--- config.mk ---
export PLATFORM = sky130hd
export DESIGN_NAME = seq_shift_unit
export DESIGN_NICKNAME = d
export VERILOG_FILES = /design/src/rtl/seq_shift_unit.sv
export SDC_FILE = /design/constraint.sdc
export NUM_CORES = 1
export LEC_CHECK = 0
export ABC_AREA = 1
export ABC_CLOCK_PERIOD_IN_PS = 2900
export CORE_UTILIZATION = 55
export CTS_BUF_LIST = sky130_fd_sc_hd__clkbuf_16
export DETAILED_ROUTE_END_ITERATION = 10
export HOLD_SLACK_MARGIN = 0.06
export PLACE_DENSITY_LB_ADDON = 0.2
export SYNTH_ARGS = -nofsm -noshare
export SYNTH_HDL_FRONTEND = slang
export SYNTH_SLANG_ARGS = --single-unit
--- constraint.sdc ---
create_clock -name clk -period 2.9 [get_ports clk]
set_clock_uncertainty 0.05 [all_clocks]
set_input_delay 0.58 -clock clk [delete_from_list [all_inputs] [get_ports clk]]
set_output_delay 0.58 -clock clk [all_outputs]
set_load 0.005 [all_outputs]
--- src/rtl/seq_shift_unit.sv ---
// ---------------------------------------------------------------------------
// seq_shift_unit
//   Multi-cycle shift unit for the MIPS datapath. Performs SLL, SRL or SRA of
//   a WIDTH-bit operand by a variable amount, one bit position per clock, so
//   no wide barrel array is needed. A start/busy/done handshake controls it.
//
// Parameters
//   WIDTH  operand/result width in bits
//   SHW    shift-amount width, equal to clog2(WIDTH)
//
// Ports
//   clk     in   1      rising-edge clock
//   rst_n   in   1      asynchronous active-low reset
//   start   in   1      request, sampled only in IDLE or DONE
//   op      in   2      00/10=SLL, 01=SRL, 11=SRA
//   data    in   WIDTH  operand, sampled on an accepted start
//   shamt   in   SHW    shift amount 0..WIDTH-1, sampled on an accepted start
//   busy    out  1      high while shifting
//   done    out  1      one-cycle pulse when result becomes valid
//   result  out  WIDTH  shifted value, held until the next done
// ---------------------------------------------------------------------------
module seq_shift_unit #(
    parameter int WIDTH = 32,
    parameter int SHW   = 5
) (
    input  logic             clk,
    input  logic             rst_n,
    input  logic             start,
    input  logic [1:0]       op,
    input  logic [WIDTH-1:0] data,
    input  logic [SHW-1:0]   shamt,
    output logic             busy,
    output logic             done,
    output logic [WIDTH-1:0] result
);

    typedef enum logic [1:0] {
        ST_IDLE  = 2'd0,
        ST_SHIFT = 2'd1,
        ST_DONE  = 2'd2
    } state_t;

    localparam logic [1:0]     OP_SRL    = 2'b01;
    localparam logic [1:0]     OP_SRA    = 2'b11;
    localparam logic [SHW-1:0] CNT_ONE   = {{(SHW-1){1'b0}}, 1'b1};
    localparam logic [SHW-1:0] CNT_ZERO  = '0;

    state_t           r_state;
    state_t           w_state_next;

    logic [WIDTH-1:0] r_acc;
    logic [SHW-1:0]   r_count;
    logic [1:0]       r_op_q;
    logic             r_sign_q;
    logic [WIDTH-1:0] r_result;
    logic             r_busy;
    logic             r_done;

    logic             w_accept;
    logic             w_zero_shift;
    logic             w_last_step;
    logic [WIDTH-1:0] w_shifted;

    // A new request is only taken when the unit is not mid-shift; accepting
    // in DONE gives back-to-back operation without an idle bubble.
    assign w_accept     = start && ((r_state == ST_IDLE) || (r_state == ST_DONE));
    assign w_zero_shift = (shamt == CNT_ZERO);
    assign w_last_step  = (r_state == ST_SHIFT) && (r_count == CNT_ONE);

    // One-bit step of the accumulator. The SRA fill comes from the sign bit
    // captured at start, so later changes on data cannot leak in.
    always_comb begin
        w_shifted = {r_acc[WIDTH-2:0], 1'b0};
        case (r_op_q)
            OP_SRL:  w_shifted = {1'b0, r_acc[WIDTH-1:1]};
            OP_SRA:  w_shifted = {r_sign_q, r_acc[WIDTH-1:1]};
            default: w_shifted = {r_acc[WIDTH-2:0], 1'b0};
        endcase
    end

    // ---------------------------------------------------------------
    // FSM: state register
    // ---------------------------------------------------------------
    always_ff @(posedge clk or negedge rst_n) begin
        if (!rst_n) begin
            r_state <= ST_IDLE;
        end else begin
            r_state <= w_state_next;
        end
    end

    // ---------------------------------------------------------------
    // FSM: next-state logic
    // ---------------------------------------------------------------
    always_comb begin
        w_state_next = r_state;
        case (r_state)
            ST_IDLE, ST_DONE: begin
                if (w_accept) begin
                    // A zero shift needs no stepping: report the operand directly.
                    w_state_next = w_zero_shift ? ST_DONE : ST_SHIFT;
                end else begin
                    w_state_next = ST_IDLE;
                end
            end
            ST_SHIFT: begin
                if (w_last_step) begin
                    w_state_next = ST_DONE;
                end
            end
            default: begin
                w_state_next = ST_IDLE;
            end
        endcase
    end

    // ---------------------------------------------------------------
    // Datapath: operand capture, stepping and result update
    // ---------------------------------------------------------------
    always_ff @(posedge clk or negedge rst_n) begin
        if (!rst_n) begin
            r_acc    <= '0;
            r_count  <= '0;
            r_op_q   <= '0;
            r_sign_q <= 1'b0;
            r_result <= '0;
        end else begin
            if (w_accept) begin
                if (w_zero_shift) begin
                    r_result <= data;
                end else begin
                    r_acc    <= data;
                    r_count  <= shamt;
                    r_op_q   <= op;
                    r_sign_q <= data[WIDTH-1];
                end
            end else if (r_state == ST_SHIFT) begin
                r_acc   <= w_shifted;
                r_count <= r_count - CNT_ONE;
                // Result moves only on the transition into DONE.
                if (w_last_step) begin
                    r_result <= w_shifted;
                end
            end
        end
    end

    // ---------------------------------------------------------------
    // Registered Moore status flags, decoded from the next state so they
    // line up with the state they describe.
    // ---------------------------------------------------------------
    always_ff @(posedge clk or negedge rst_n) begin
        if (!rst_n) begin
            r_busy <= 1'b0;
            r_done <= 1'b0;
        end else begin
            r_busy <= (w_state_next == ST_SHIFT);
            r_done <= (w_state_next == ST_DONE);
        end
    end

    assign busy   = r_busy;
    assign done   = r_done;
    assign result = r_result;

endmodule
* Word level (Yosys, flattened, before mapping) *
Cells that the tools add are included.

storage, ports and cells
  register bits after elaboration = 76
  input port bits = 42
  output and inout port bits = 34
  word-level logic and storage cells = 45

operators by class
  add/sub/neg operators = 1
  equality and inequality tests = 9
  mux-type cells = 15
  bitwise logic cells = 1
  reduce and logical (&&, ||, !) cells = 11

operators by type and width
  cell                                              number
  2-to-1 mux 32 bit                                 7
  one-hot mux 32 bit (2 select lines)               1
  2-to-1 mux 5 bit                                  3
  == test 2 x 1 -> 1 bit, second input constant     3
  == test 2 bit, second input constant              3
  2-to-1 mux 2 bit                                  3
  == test 5 x 1 -> 1 bit, second input constant     1
  zero test 5 bit                                   1
  subtractor 5 x 1 -> 5 bit, second input constant  1
  one-hot mux 2 bit (2 select lines)                1
  AND reduction 2 bit                               2
  nonzero test 2 bit                                2
  AND reduction 3 bit                               1
  logical AND 1 bit                                 2
  zero test 2 bit                                   1
  != test 2 x 1 -> 1 bit, second input constant     1
  != test 2 bit, second input constant              1
  OR reduction 2 bit                                1
  logical OR 1 bit                                  1
  NOT 1 bit                                         1

* Logic depth before layout (Yosys ltp) *
  depth in word-level cells = 6
  gate-level depth with buffers = 9
  gate-level depth less buffers = 8

* Least setup slack after synthesis *
Ideal clock, no wire load.

  path type = input to register
  start = input port shamt[2]
  end = register r_count[0]
  setup time = 122 ps
  arrival time = 1,242 ps
  required time = 2,728 ps
  slack = 1,486 ps
  stages = 7
  path buffers = 1
  cell sequence = nor2_2 nand3_1 nand2_1 nand2_2 buf_2 nand2_1 o21ai_1

between the ends
  cells in the longest elaborated chain, start to end = 3

RTL lines
  what                           line  text
  start, declared                31    input logic [SHW-1:0] shamt,
  zero test 5 bit                67    assign w_zero_shift = (shamt == CNT_ZERO);
  != test 2 bit (no line)        -
  AND reduction 2 bit (no line)  -
  end signal, assigned           133   r_count <= shamt;
  end signal, assigned           139   r_count <= r_count - CNT_ONE;
  end, declared                  52    logic [SHW-1:0] r_count;

Every way passes these cells.
A chain may end at the register's enable or synchronous reset.

* Worst setup path after layout *
  start = input port start
  end = register r_result[23], in the netlist result[23]

between the ends
  cells in the longest elaborated chain, start to end = 3
  elaborated cells on any way between the ends = 6
  those cells by class = eq/ne: 1; mux: 1; reduce/logical: 4

RTL lines
  what                                                                           line  text
  start, declared                                                                28    input logic start,
  logical AND 1 bit *                                                            66    assign w_accept = start && ((r_state == ST_IDLE) || (r_state == ST_DONE));
  != test 2 x 1 -> 1 bit (no line) / nonzero test 2 bit (equally long branches)  -
  AND reduction 3 bit (no line)                                                  -
  end signal, assigned                                                           130   r_result <= data;
  end signal, assigned                                                           142   r_result <= w_shifted;
  end, declared                                                                  55    logic [WIDTH-1:0] r_result;

Every way passes the cells marked *; elsewhere a longest branch is shown, timed or not.

==> impl_metrics.csv <==
group,metric,value,unit
placed_design,gp_congestion,0.7730,
sta,drv_slew,0,
global_routing,gr-usage-all-layers,27.47,%
status,status,"finished clean",
critical_path,cp_cell_sequence,"clkdlybuf4s50_1, nand2_2, inv_2, nand4_2, nand2_2, nand2_1, nand2_1",
clock_network,cts_buffers,9,
finish,final_common_cell,"nand2_1",
clock_network,htree_levels,3,
power_and_ir_drop,p_leak,2.594,nW
power_and_ir_drop,power_density,1144,mW/mm2
floorplan,initial_core_util,57.03,%
global_routing,met3_usage,4.716,%
global_routing,use_met2,45.09,%
finish,layout_common_cells,"nand2_1, nand3_1, dfrtp_1",
power_and_ir_drop,switchingPower,2.172,mW
sta,finalSetupTns,0,ps
finish,syn_to_final_growth,27.23,%
route,viasPerCell,5.155,
global_routing,overflow,0,
clock_network,cts_tree,"built",
clock_network,cts_sinks,76,
floorplan,rows,30,
critical_path,path_class,"in2reg",
power_and_ir_drop,switching_share,38.30,%
placed_design,io_buffers,75,
critical_path,regToRegStartpoint,"r_state[0]",
global_routing,grt-busiest-layer,"met2",
global_routing,grt_antenna_before_repair,0,
power_and_ir_drop,seq_power_share,31.7,%
critical_path,slowest_delay,520,ps
sta,finalCritPeriodShare,71.09,%
route,drtIter0Drc,326,
global_routing,first_global_vias,3518,
finish,multi_input_area,0.001630,mm2
critical_path,reg2reg_slack,1090,ps
placed_design,post-place-ws,519.1,ps
synthesis,netlist_instances,528,
power_and_ir_drop,ir_drop,925.9,uV
synthesis,ys_types,20,
finish,seqCellArea,0.001902,mm2
power_and_ir_drop,p_clk_share,22.0,%
finish,layout.nets,634,
clock_network,post_cts_buffers,0,
global_routing,grtUsageMet1,35.49,%
clock_network,cts.clk_slew.worst_paths,60,ps
sta,worst_pin_slew,987.5,ps
global_routing,grt_max_degree,77,
finish,stdcell_area,0.004957,mm2
clock_network,clock_latency,330,ps
sta,fmaxAchievable,485.0,MHz
critical_path,cpMaxStageDelayCell,"nand2_2",
floorplan,io_pins,76,
floorplan,coreArea,0.006832,mm2
synthesis,synth.avg_cell_area,7.379,um2
critical_path,reg2regPathDepth,7,
sta,fin_ws,838.3,ps
critical_path,start_kind,"input port",
synthesis,mappedNetlistArea,0.003896,mm2
finish,fillerInstances,565,
run,drv_cap,0,
clock_network,cts.repair.resized,0,
sta,setup-violations-final,0,
synthesis,yosysWarnings,0,
critical_path,critPathArrivalTime,2270,ps
sta,slew_headroom,34.09,%
global_routing,grt_pass1_wl,15770,um
clock_network,clockBufferDepth,2,
placed_design,postPlaceCellArea,0.004626,mm2
clock_network,root_buffer,"clkbuf_16",
sta,fin_crit,2062,ps
synthesis,syn_nets,572,
floorplan,die_x,86.17,um
synthesis,ys_seq_area_share,48.81,%
critical_path,crit_fanout,33,
floorplan,die_area,0.007424,mm2
route,wl_per_cell,13.12,um
synthesis,ys_seq_elements,76,
power_and_ir_drop,p_int,3.498,mW
power_and_ir_drop,pwr-share-comb,46.3,%
route,dr.pass1.iters,5,
route,wl,9063,um
worst_hold_path,min_path_type,"in2async",
finish,diodes,0,
sta,hold_viol_final,0,
placed_design,dp_hpwl,5501,um
sta,rsz0062_at_grt,"no",
finish,drive_above_1_share,5.714,%
critical_path,worst-endpoint-required,3110,ps
critical_path,reg2reg_to,"result[23]",
clock_network,ctsHoldBuffers,0,
route,via_count,3562,
critical_path,crit_path_end_kind,"register",
route,drc,0,
floorplan,die_h,86.17,um
route,drtAntennaViolNets,0,
-- per-stage QoR --
stage | hold WS, ps | util, % | std cells | power (mW)
finish | 351.3 | 72.56 | 691 | 5.670
global placement | 413.3 | 67.71 | 675 | 4.314
global route | 436.5 | 72.56 | 691 | 6.154
floorplan | 234.4 | - | 528 | 3.560
detailed placement | 423.2 | 67.71 | 675 | 4.390
CTS | 393.1 | 72.56 | 691 | 5.689
-- flip-flops by register name (all words and copies together) (netlist names) --
| name | count |
|---|---|
| r_acc | 32 |
| result | 32 |
| r_count | 5 |
| r_op_q | 2 |
| r_state | 2 |
| busy | 1 |
| done | 1 |
| r_sign_q | 1 |
-- cells by family after synthesis --
logic type / count (synthesis) / share of synthesized area, %
and+or+nand+nor: 335 / 36.19
buffers and inverters: 76 / 9.345
DFF: 76 / 48.81
AOI/OAI and AO/OA: 39 / 5.009
adders and majority gates: 2 / 0.6422
-- routing by layer --
| layer | part of all wire (%) | routed length, um | vias up |
|---|---|---|---|
| met5 | 0 | 0 | - |
| met4 | 1.9 | 172 | 0 |
| met3 | 6.0 | 541 | 18 |
| met2 | 48 | 4382 | 124 |
| met1 | 44 | 3968 | 1645 |
| li1 | - | - | 1775 |
-- worst max-delay path by stage --
stage / start / endpoint / slack (ps) / cells after the start
finish: start / result[23] / 840 / 7
global route: start / result[23] / 660 / 7
CTS: start / result[3] / 850 / 7
detailed placement: start / result[3] / 520 / 7
global placement: start / result[1] / 580 / 7
floorplan: shamt[2] / r_count[0] / 1490 / 7
-- cells in the mapped netlist, drive strengths merged --
| cell | count | area share, % |
|---|---|---|
| nand3 | 77 | 9.9 |
| inv | 44 | 4.2 |
| nor2 | 8 | 1.3 |
| a21oi | 1 | 0.13 |
| nand2 | 247 | 24 |
| buf | 29 | 4.8 |
| nand4 | 2 | 0.87 |
| or2 | 1 | 0.16 |
| clkbuf | 3 | 0.29 |
| o21ai | 38 | 4.9 |
| dfrtp | 76 | 49 |
| ha | 2 | 0.64 |
-- power groups by stage --
stage / Combinational (mW) / Clock [mW] / Sequential [mW]
floorplan: 1.77 / 0 / 1.79
global placement: 2.52 / 0 / 1.79
detailed placement: 2.59 / 0 / 1.80
CTS: 2.63 / 1.25 / 1.80
global route: 2.99 / 1.31 / 1.85
finish: 2.63 / 1.25 / 1.80
-- worst max-delay path: cells and delay by family --
kind,cells,cell delay [ps]
and+or+nand+nor,5,950
buffers and inverters,2,730
-- area by class of cell --
class	count	area share (%)
Tap cell	96	2.423
Timing Repair Buffer	83	16.30
Multi-Input combinational cell	376	32.89
Sequential cell	76	38.36
Inverter	44	3.332
Clock buffer	9	4.543
Clock inverter	7	2.145
Note: power is estimated with default switching activity, not from simulation.
